<file path="src/rtl/dpram_fifo_ctrl.sv">
`default_nettype none
// ============================================================================
// Module   : dpram_fifo_ctrl
// Purpose  : Synchronous FIFO controller for an external dual-port RAM.
//            Port A writes, port B reads. A look-ahead read address hides
//            the RAM's registered read latency, so pops run at full rate.
// Revision : 1.0 - initial release
// ============================================================================
module dpram_fifo_ctrl #(
  parameter int DATA_W = 8,
  parameter int ADDR_W = 4
) (
  input  logic              clk,
  input  logic              reset,
  // upstream push interface
  input  logic              wr_valid,
  input  logic [DATA_W-1:0] wr_data,
  output logic              wr_ready,
  // downstream pop interface
  output logic              rd_valid,
  output logic [DATA_W-1:0] rd_data,
  input  logic              rd_ready,
  // status
  output logic [ADDR_W:0]   level,
  output logic              overflow,
  output logic              underflow,
  // RAM port A (write)
  output logic              ram_we_a,
  output logic [ADDR_W-1:0] ram_addr_a,
  output logic [DATA_W-1:0] ram_din_a,
  // RAM port B (read only)
  output logic              ram_we_b,
  output logic [DATA_W-1:0] ram_din_b,
  output logic [ADDR_W-1:0] ram_addr_b,
  input  logic [DATA_W-1:0] ram_dout_b
);

  localparam int                CNT_W    = ADDR_W + 1;
  localparam int                DEPTH    = 2 ** ADDR_W;
  localparam logic [CNT_W-1:0]  FULL_CNT = CNT_W'(DEPTH);
  localparam logic [ADDR_W-1:0] PTR_ONE  = ADDR_W'(1);

  logic [ADDR_W-1:0] r_wr_ptr;
  logic [ADDR_W-1:0] r_rd_ptr;
  logic [CNT_W-1:0]  r_count;
  logic              r_rd_valid;
  logic              r_overflow;
  logic              r_underflow;

  logic              w_push;
  logic              w_pop;
  logic [ADDR_W-1:0] w_wr_ptr_inc;
  logic [ADDR_W-1:0] w_rd_ptr_inc;
  logic [CNT_W-1:0]  w_count_after_pop;
  logic [CNT_W-1:0]  w_count_next;

  // Handshakes. Both are masked during reset so the RAM is never written
  // and no pointer moves while the controller is being cleared.
  assign wr_ready = (r_count != FULL_CNT);
  assign w_push   = wr_valid & wr_ready & ~reset;
  assign w_pop    = r_rd_valid & rd_ready & ~reset;

  assign w_wr_ptr_inc = r_wr_ptr + PTR_ONE;
  assign w_rd_ptr_inc = r_rd_ptr + PTR_ONE;

  // Occupancy seen by the read side excludes this cycle's push: that word
  // only lands in the RAM at the end of the cycle and cannot be read yet.
  assign w_count_after_pop = r_count - CNT_W'(w_pop);
  assign w_count_next      = w_count_after_pop + CNT_W'(w_push);

  // RAM pin drive. Reading rd_ptr+1 on a pop puts the next head on
  // ram_dout_b exactly one cycle later, with no bubble.
  assign ram_we_a   = w_push;
  assign ram_addr_a = r_wr_ptr;
  assign ram_din_a  = wr_data;
  assign ram_addr_b = w_pop ? w_rd_ptr_inc : r_rd_ptr;
  assign ram_we_b   = 1'b0;
  assign ram_din_b  = '0;

  assign rd_valid  = r_rd_valid;
  assign rd_data   = ram_dout_b;
  assign level     = r_count;
  assign overflow  = r_overflow;
  assign underflow = r_underflow;

  // Pointer and occupancy bookkeeping; pointers wrap naturally at DEPTH.
  always_ff @(posedge clk) begin
    if (reset) begin
      r_wr_ptr <= '0;
      r_rd_ptr <= '0;
      r_count  <= '0;
    end else begin
      if (w_push) begin
        r_wr_ptr <= w_wr_ptr_inc;
      end
      if (w_pop) begin
        r_rd_ptr <= w_rd_ptr_inc;
      end
      r_count <= w_count_next;
    end
  end

  // Head-valid register: data for the head is on ram_dout_b next cycle
  // whenever an already-written entry remains after this cycle's pop.
  always_ff @(posedge clk) begin
    if (reset) begin
      r_rd_valid <= 1'b0;
    end else begin
      r_rd_valid <= (w_count_after_pop != '0);
    end
  end

  // Sticky error flags, cleared only by reset.
  always_ff @(posedge clk) begin
    if (reset) begin
      r_overflow  <= 1'b0;
      r_underflow <= 1'b0;
    end else begin
      if (wr_valid & ~wr_ready) begin
        r_overflow <= 1'b1;
      end
      if (rd_ready & ~r_rd_valid) begin
        r_underflow <= 1'b1;
      end
    end
  end

endmodule
`default_nettype wire

</file>
<file path="config.mk">
export PLATFORM = sky130hd
export DESIGN_NAME = dpram_fifo_ctrl
export DESIGN_NICKNAME = d
export VERILOG_FILES = /design/src/rtl/dpram_fifo_ctrl.sv
export SDC_FILE = /design/constraint.sdc
export NUM_CORES = 1
export LEC_CHECK = 0
export CORE_MARGIN = 5
export CORE_UTILIZATION = 39
export CTS_CLUSTER_DIAMETER = 40
export DETAILED_ROUTE_END_ITERATION = 12
export GPL_TIMING_DRIVEN = 0
export HOLD_SLACK_MARGIN = 0.15
export PLACE_DENSITY_LB_ADDON = 0.2
export SKIP_CTS_REPAIR_TIMING = 1
export SYNTH_ARGS = -nofsm -noshare
export SYNTH_HDL_FRONTEND = slang
export SYNTH_SLANG_ARGS = --single-unit
</file>
<file path="constraint.sdc">
create_clock -name clk -period 4.22 [get_ports clk]
set_clock_uncertainty 0.15 [all_clocks]
set_input_delay 0.633 -clock clk [delete_from_list [all_inputs] [get_ports clk]]
set_output_delay 0.633 -clock clk [all_outputs]
set_load 0.1 [all_outputs]
</file>
==> impl_metrics.yaml <==
yosys:
  yosys-mux-area-fraction_pct: 2.13
  synth.most_common_cell: "buf_4"
  ys_types: 30
  synth_top_area_cell: "dfxtp_1"
  synth_top_area_share_pct: 32.0
  synthCells: 112
  syn_area_um2: 1000
  synth-compound-area-share_pct: 6.00
  ys_seq_elements: 16
  yosys-top-cells-area: "dfxtp_1, buf_4, ha_1, xnor2_1, nor2b_1"
  synthTopCellsByCount: "buf_4, dfxtp_1, nor2_1"
  syn_avg_cell_area_um2: 8.94
  synth-warning-count: 0
  synth_simple_gate_area_share_pct: 20.1
  synthAdderAreaFrac_pct: 7.50
  synth-seq-area-share_pct: 32.0
  synth_top_family_by_area: "buffers and inverters"
  synth-edff-count: 0
  synth-xor-area-share_pct: 9.62
  async_flop_share_pct: 0
  ys.flop_type: "dfxtp_1"
placed_design:
  placed_cell_area_um2: 1430
  dp_hpwl_mm: 1.74
  post-place-ws_ns: 0.597
  io_buffers: 36
  gp_congestion: 0.729
  place_inst: 186
die:
  ioPinCount: 63
  initial_core_util_pct: 40.4
  std_cell_rows: 18
  die_h_um: 60.7
  core-area_um2: 2480
  die_width_um: 60.7
  fp.dieArea_um2: 3680
cells_and_area:
  diodes: 0
  syn2layout_area_growth_pct: 46.6
  finalNonFillerCells: 190
  final_nets: 187
  post-route-util_pct: 59.2
  drive_gt1_share_pct: 22.5
  postLayoutCellArea_um2: 1470
routing:
  wire_per_inst_um: 10.7
  first_iter_violations: 6
  antenna_left: 0
  num_vias: 821
  drt-pass1-iter-count: 4
  drc_errors: 0
  post_drt_via_cell_ratio: 4.32
  drt-total-wl_mm: 2.04
critical_path:
  crit_slowest_cell: "clkdlybuf4s50_1"
  critPathRequiredTime_ns: 3.44
  critPathLaunchType: "input pin"
  crit_fanout: 4
  path_class: "input pin to output port"
  crit_arrival_ns: 2.83
  slowest_delay_ns: 1.16
  end_kind: "output port"
  critical_path.most_common_cell: "clkdlybuf4s50_1"
  crit_chain: "clkdlybuf4s50_1, nand3b_4, inv_2, nand4_1, xnor2_1, clkdlybuf4s50_1"
timing:
  min_period_ns: 3.61
  final_hold_viol_count: 0
  drv_slew: 0
  fin_tns_setup_ns: 0
  finalCritPeriodShare_pct: 85.6
  relSlewSlack_pct: 34.2
  rsz0062_at_grt: "false"
  fin_ws_ns: 0.608
  fmax_mhz: 277
  finalSetupViolCount: 0
  tightest_slew_ns: 0.985
pwr:
  p_per_area_nw_per_um2: 487
  leakage_nw: 0.681
  vdd_drop_max_mv: 0.349
global_route:
  grt_max_degree: 11
  grt_usage_pct: 11.5
  grt_pass1_wl_mm: 3.17
  grt_pass1_vias: 753
  grt_use_met2_pct: 19.1
  antenna_found_initial: 0
  grt_overflow: 0
  grtUsageMet3_pct: 3.40
  gr-usage-met1_pct: 13.4
  top_usage_layer: "met2"
hold_path:
  hp-class: "flop to flop"
clock_tree:
  clk_latency_ns: 0.29
  cts.sinks: 16
  cts.clk_slew.worst_paths_ns: 0.09
  cts_buffers: 3
  htree_levels: 1
  cts_tree: "done"
  cts_root_buffer: "clkbuf_4"
  ctsLongestPathBuffers: 2
job:
  cap_violations: 0
run_status:
  status: "finished clean"
## per-stage QoR
step	power [mW]	hold WS, ns
CTS	0.723	0.350
global placement	0.616	0.305
finish	0.715	0.336
detailed placement	0.620	0.324
global route	0.749	0.377
floorplan	0.543	0.624
## worst paths after layout
path	from	endpoint	depth (start not counted)	slack, ns
max	rd_ready	ram_addr_b[3]	6	0.61
min	overflow	overflow	2	0.34
max reg2reg	level[1]	level[4]	8	1.54
min reg2reg	overflow	overflow	2	0.34
## registers in the layout (all words and copies together), names as in the netlist
name	count
rd_valid	1
underflow	1
overflow	1
ram_addr_a	4
level	5
r_rd_ptr	4
## worst max-delay path, delay by kind of cell
kind / cells / cell delay [ns]
buf+inv: 3 / 1.77
simple gates: 2 / 0.23
xor+xnor: 1 / 0.19
## per-layer routing
layer | up-vias | wire [um]
li1 | 421 | -
met1 | 360 | 825
met2 | 35 | 958
met3 | 5 | 220
met4 | 0 | 36
met5 | - | 0
## cell usage in the layout (no fill, tap or decap), drive strengths merged
cell type	Yosys	layout
ha	6	6
xnor2	8	8
o21a	1	1
and2	1	1
nor2b	8	8
and3	1	1
xor2	3	3
clkbuf	0	4
dfxtp	16	16
clkdlybuf4s50	0	36
o211ai	2	2
nor3b	2	2
nand3b	1	1
a21oi	3	3
nand2b	2	2
buf	27	27
conb	1	9
nor2	10	10
mux2	1	1
nand3	1	1
nor4	1	1
o21ai	1	1
mux2i	1	1
and2b	1	1
or4b	1	1
nand4	1	1
inv	7	7
nand2	4	4
a32o	1	1
## report_power, final
part / switching, mW / internal (mW) / total [mW]
sequential: 0.0243 / 0.171 / 0.195
combinational: 0.313 / 0.106 / 0.419
clock: 0.0477 / 0.0526 / 0.100
## cell type report
cell class / instances / area [um^2]
Buffer: 27 / 196
Clock buffer: 4 / 36.3
Fill cell: 224 / 1010
Inverter: 7 / 26.3
Multi-Input combinational cell: 70 / 490
Sequential cell: 16 / 320
Tap cell: 30 / 37.5
Timing Repair Buffer: 36 / 360
## kinds of logic after synthesis
kind of cell    count (synthesis)
simple gates                   34
buf+inv                        34
flops                          16
xor+xnor                       11
compound gates                  8
fa+ha+maj                       6
mux                             2
other cells                     1
(Power assumes the default switching activity.)
==> edit 1 (same settings) <==
Make the reset (`reset`) asynchronous in 3 clocked blocks.
--- a/src/rtl/dpram_fifo_ctrl.sv
+++ b/src/rtl/dpram_fifo_ctrl.sv
@@ -84,7 +84,7 @@
   assign underflow = r_underflow;
 
   // Pointer and occupancy bookkeeping; pointers wrap naturally at DEPTH.
-  always_ff @(posedge clk) begin
+  always_ff @(posedge clk or posedge reset) begin
     if (reset) begin
       r_wr_ptr <= '0;
       r_rd_ptr <= '0;
@@ -102,7 +102,7 @@
 
   // Head-valid register: data for the head is on ram_dout_b next cycle
   // whenever an already-written entry remains after this cycle's pop.
-  always_ff @(posedge clk) begin
+  always_ff @(posedge clk or posedge reset) begin
     if (reset) begin
       r_rd_valid <= 1'b0;
     end else begin
@@ -111,7 +111,7 @@
   end
 
   // Sticky error flags, cleared only by reset.
-  always_ff @(posedge clk) begin
+  always_ff @(posedge clk or posedge reset) begin
     if (reset) begin
       r_overflow  <= 1'b0;
       r_underflow <= 1'b0;
Check against the original RTL: differs if reset is asserted again (counterexample within 4 cycles, from zero or initial values and one cycle with reset high); with reset held inactive, the same outputs for 10 cycles.
==> edit 1 against the unedited design <==
- sequential share of layout area is 6.0 points higher
- synthesized cell count decreased by 21%
- routed wire length decreased by 5.4%
- setup slack got worse by 0.31 ns
- critical endpoint unchanged
- utilization shrank 0.14 points
- die area shrank 2.8%
- fmax down 7.9%
- synthesized area shrank 3.4%
- via count is 11% lower
- cell area decreased by 2.0%
- count of clock-buffer cells in the layout down 1
- sequential cell count unchanged
Power is left out: the tool's default activity adds up to more than one toggle a clock period on the data nets, which glitch-free logic cannot reach.
==> edit 1: results (changes against the unedited design) <==
wire length on met1: 742 um (was 825 um)
Async S/R FF share, synth: 1.000 (was 0)
Synth Area in XOR/XNOR: 0.09961 (was 0.09625)
ys flop type: dfrtp_1 (was dfxtp_1)
GR Layer Usage met1: 0.1225 (was 0.1342)
via count of the routed design: 733 (was 821)
synth cell count leaders: 25 x buf_4, 16 x dfrtp_1, 8 x xnor2_1 (was 25 x buf_4, 16 x dfxtp_1, 10 x nor2_1)
Max FO, Critical Path: 17 (was 4)
placed cell count: 164 (was 186)
fillcell total: 234 (was 224)
CP max stage delay: 0.78 ns (was 1.16 ns)
routed wl met3: 232 um (was 220 um)
dpl cell area: 1405 um2 (was 1431 um2)
Worst path top cell family by delay: buffers and inverters (unchanged)
DR WL/cell: 11.56 um (was 10.74 um)
Seq/Total Area, Yosys: 0.4140 (was 0.3200)
IO Port Bufs: 37 (was 36)
final hold vios: 0 (unchanged)
top cells by area, synth: dfrtp_1 41%, buf_4 19%, ha_1 7.8% (was dfxtp_1 32%, buf_4 19%, ha_1 7.5%)
First-pass DRT Iterations: 2 (was 4)
Clock Path Buffers: 2 (unchanged)
first-pass GRT wire length: 2877 um (was 3167 um)
layout net count: 165 (was 187)
CTS Buf Count: 3 (unchanged)
GRT Overall Usage: 0.1058 (was 0.1147)
multiplexer share of the synthesized area: 0.02717 (was 0.02125)
crit path DAT: 3.14 ns (was 2.83 ns)
clk slew on worst S/H paths: 0.08 ns
slowest stage cell, crit path: dlymetal6s2s_1 (was clkdlybuf4s50_1)
largest net degree at the start of global routing: 18 (was 11)
library cells used by synthesis: 25 (was 30)
status: finished clean (unchanged)
headroom to the max-slew limit: 0.3462 (was 0.3416)
aggregate routed wire length: 1931 um (was 2041 um)
DRT iter0 DRCs: 2 (was 6)
met2 wire length: 922 um (was 958 um)
Post-Synth Adder-Cell Area: 0.07762 (was 0.07500)
Detailed Place HPWL: 1619 um (was 1736 um)
Synth Area in Compound Gates: 0.02587 (was 0.06000)
layout cells sized above 1: 0.2482 (was 0.2250)
Post-Syn Instances: 89 (was 112)
met2 Usage GRT: 0.1775 (was 0.1908)
routability cong.: 0.7694 (was 0.7289)
met3 GRT Util: 0.02592 (was 0.03404)
number of global-route vias before repair: 655 (was 753)
dpl ws: -0.1947 ns (was 0.5969 ns)
edit 1: changes by cell type after synthesis, sizes merged, moves of 8 or more:
cell,unedited run,this run
dfxtp,16,0
dfrtp,0,16
nor2,10,1
nor2b,8,0
edit 1: cell type report:
cell class | count | area, um2 | share of cell area
buffer | 26 | 191.4 | 0.1332
clock buffer | 3 | 22.52 | 0.01567
inverter | 6 | 22.52 | 0.01567
multi-input combinational | 49 | 382.9 | 0.2663
sequential | 16 | 400.4 | 0.2785
tap | 30 | 37.54 | 0.02611
timing repair buffer | 37 | 380.4 | 0.2646
edit 1: path summary, 6_finish.rpt:
path / end / start / slack (ns) / depth (start not counted)
max: ram_addr_b[3] / reset / 0.30 / 7
min: underflow / underflow / 0.32 / 1
max reg2reg: level[4] / rd_valid / 1.92 / 10
min reg2reg: underflow / underflow / 0.32 / 1
max in group asynchronous: underflow / reset / 2.94 / 2
min in group asynchronous: ram_addr_a[0] / reset / 0.59 / 2
==> edit 2 (same settings) <==
Made on the original files. The parameter `ADDR_W` goes from 4 to 5.
--- a/src/rtl/dpram_fifo_ctrl.sv
+++ b/src/rtl/dpram_fifo_ctrl.sv
@@ -8,7 +8,7 @@
 // ============================================================================
 module dpram_fifo_ctrl #(
   parameter int DATA_W = 8,
-  parameter int ADDR_W = 4
+  parameter int ADDR_W = 5
 ) (
   input  logic              clk,
   input  logic              reset,
Interface: changed (resized level, ram_addr_a and ram_addr_b); port bits go from 63 to 66. No check against the original RTL was run, so the function may have changed too.
==> edit 2 against the unedited design <==
- routed wire length increased by 19%
- synthesized area increased by 12%
- final cell count increased by 8.4%
- setup slack got worse by 0.27 ns
- count of clock-buffer cells in the layout decreased by 1
- sequential cell count increased by 3
- total power increased by 13%
- cell area increased by 11%
- critical endpoint unchanged
==> edit 2: results (changes against the unedited design) <==
status: finished clean (unchanged)
CTS Buf Count: 3 (unchanged)
Seq/Total Area, Yosys: 0.3378 (was 0.3200)
Reg2Reg Setup Slack: 1.76 ns (was 1.54 ns)
max FFs per register: 6 (was 5)
Hold Path End: underflow (was overflow)
hold path startpoint: underflow (was overflow)
First-pass DRT Iterations: 4 (unchanged)
largest net degree at the start of global routing: 12 (was 11)
DRT iter0 DRCs: 16 (was 6)
GRT Overall Usage: 0.1213 (was 0.1147)
first-pass GRT wire length: 4050 um (was 3167 um)
synth cell count leaders: 25 x buf_4, 19 x dfxtp_1, 11 x nor2_1 (was 25 x buf_4, 16 x dfxtp_1, 10 x nor2_1)
layout net count: 202 (was 187)
Async S/R FF share, synth: 0 (unchanged)
synth warn: 0 (unchanged)
fillcell total: 254 (was 224)
Detailed Place HPWL: 1996 um (was 1736 um)
clk_lat worst skew: 0.31 ns (was 0.29 ns)
crit path DAT: 3.10 ns (was 2.83 ns)
routability cong.: 0.8047 (was 0.7289)
final hold vios: 0 (unchanged)
H-tree level count: 1 (unchanged)
Reg-to-Reg Start: level[2] (was level[1])
initial antenna violation count: 0 (unchanged)
clk slew on worst S/H paths: 0.11 ns (was 0.09 ns)
VDD IR-drop max: 0.3608 mV (was 0.3491 mV)
WHS Path Cells: 2 (unchanged)
Slew @ Worst Pin: 0.9815 ns (was 0.9846 ns)
via count of the routed design: 949 (was 821)
Root Buffer: clkbuf_4 (unchanged)
antenna diode instance count: 0 (unchanged)
R2R cell count: 8 (unchanged)
library cells used by synthesis: 32 (was 30)
aggregate routed wire length: 2419 um (was 2041 um)
number of global-route vias before repair: 988 (was 753)
HP Class: flip-flop to flip-flop (unchanged)
layout cells sized above 1: 0.1943 (was 0.2250)
IO Port Bufs: 40 (was 36)
# DRC: 0 (unchanged)
Clock Path Buffers: 2 (unchanged)
Leak: 0.7450 nW (was 0.6807 nW)
top cells by area, synth: dfxtp_1 34%, buf_4 17%, ha_1 6.7% (was dfxtp_1 32%, buf_4 19%, ha_1 7.5%)
Max FO, Critical Path: 6 (was 4)
r2r endpoint: level[5] (was level[4])
edit 2: cell types whose count changed after synthesis, sizes merged, moves of 2 or more:
| cell | delta |
|---|---|
| clkbuf | +3 |
| and3 | +2 |
| nor3 | +3 |
| dfxtp | +3 |
| nand2 | -3 |
| xnor2 | -4 |
| xor2 | +5 |
edit 2: cell families (layout without fill, tap and decap cells):
kind of cell,after synthesis,count (layout),synth area share
buffers and inverters,36,80,0.2100
and+or+nand+nor,35,35,0.1811
DFF,19,19,0.3378
xor gates and xnor gates,13,13,0.1133
AOI/OAI and AO/OA,11,11,0.06889
adders and majority gates,6,6,0.06666
muxes,2,2,0.01889
other,1,9,0.003330
edit 2: layout make-up:
cell class | instances | share of cell area
timing repair buffer | 40 | 0.2467
inverter | 7 | 0.01619
multi-input combinational | 76 | 0.3323
sequential | 19 | 0.2344
tap | 31 | 0.02390
clock inverter | 1 | 0.003084
buffer | 29 | 0.1295
clock buffer | 3 | 0.01388
edit 2: metal layers:
layer | vias up | wire length [um] | GRT usage
met2 | 39 | 1288 | 0.2208
met1 | 429 | 859 | 0.1173
met5 | - | 0 | 0
met4 | 0 | 35 | 0.05714
met3 | 4 | 235 | 0.05079
li1 | 477 | - | -
edit 2: power breakdown:
part           switching (W)  internal (W)  leakage [nW]   total, W
clock              0.0000586     0.0000354        0.0177  0.0000940
sequential         0.0000201      0.000202         0.155   0.000222
combinational       0.000360      0.000131         0.573   0.000490
total               0.000438      0.000368         0.745   0.000806
edit 2: worst max path at each step:
stage	start	endpoint	slack, ns	cells after the start
2_1_floorplan	rd_valid	ram_addr_b[3]	0.30	4
3_3_place_gp	reset	ram_addr_b[4]	0.39	6
4_1_cts	reset	ram_addr_b[3]	0.30	6
5_1_grt	reset	ram_addr_b[3]	0.16	6
3_5_place_dp	reset	ram_addr_b[3]	0.33	6
6_report	reset	ram_addr_b[3]	0.33	6
edit 2: per-stage QoR:
stage	hold slack (ns)	util	area [um2]	setup WS (ns)	std cells
4_1_cts	0.3523	0.5885	1623	0.2988	206
3_5_place_dp	0.3236	0.5785	1595	0.3262	202
2_1_floorplan	0.6237	-	1156	0.2968	131
6_report	0.3473	0.5885	1623	0.3337	206
5_1_grt	0.3838	0.5885	1623	0.1626	206
3_3_place_gp	0.3012	0.5785	1595	0.3918	202
edit 2: worst max-delay path: stages:
cell,delay [ns]
clkdlybuf4s50_1,0.43
and3b_1,0.22
clkbuf_1,0.25
nand4_1,0.17
xnor2_1,0.22
clkdlybuf4s50_1,1.17
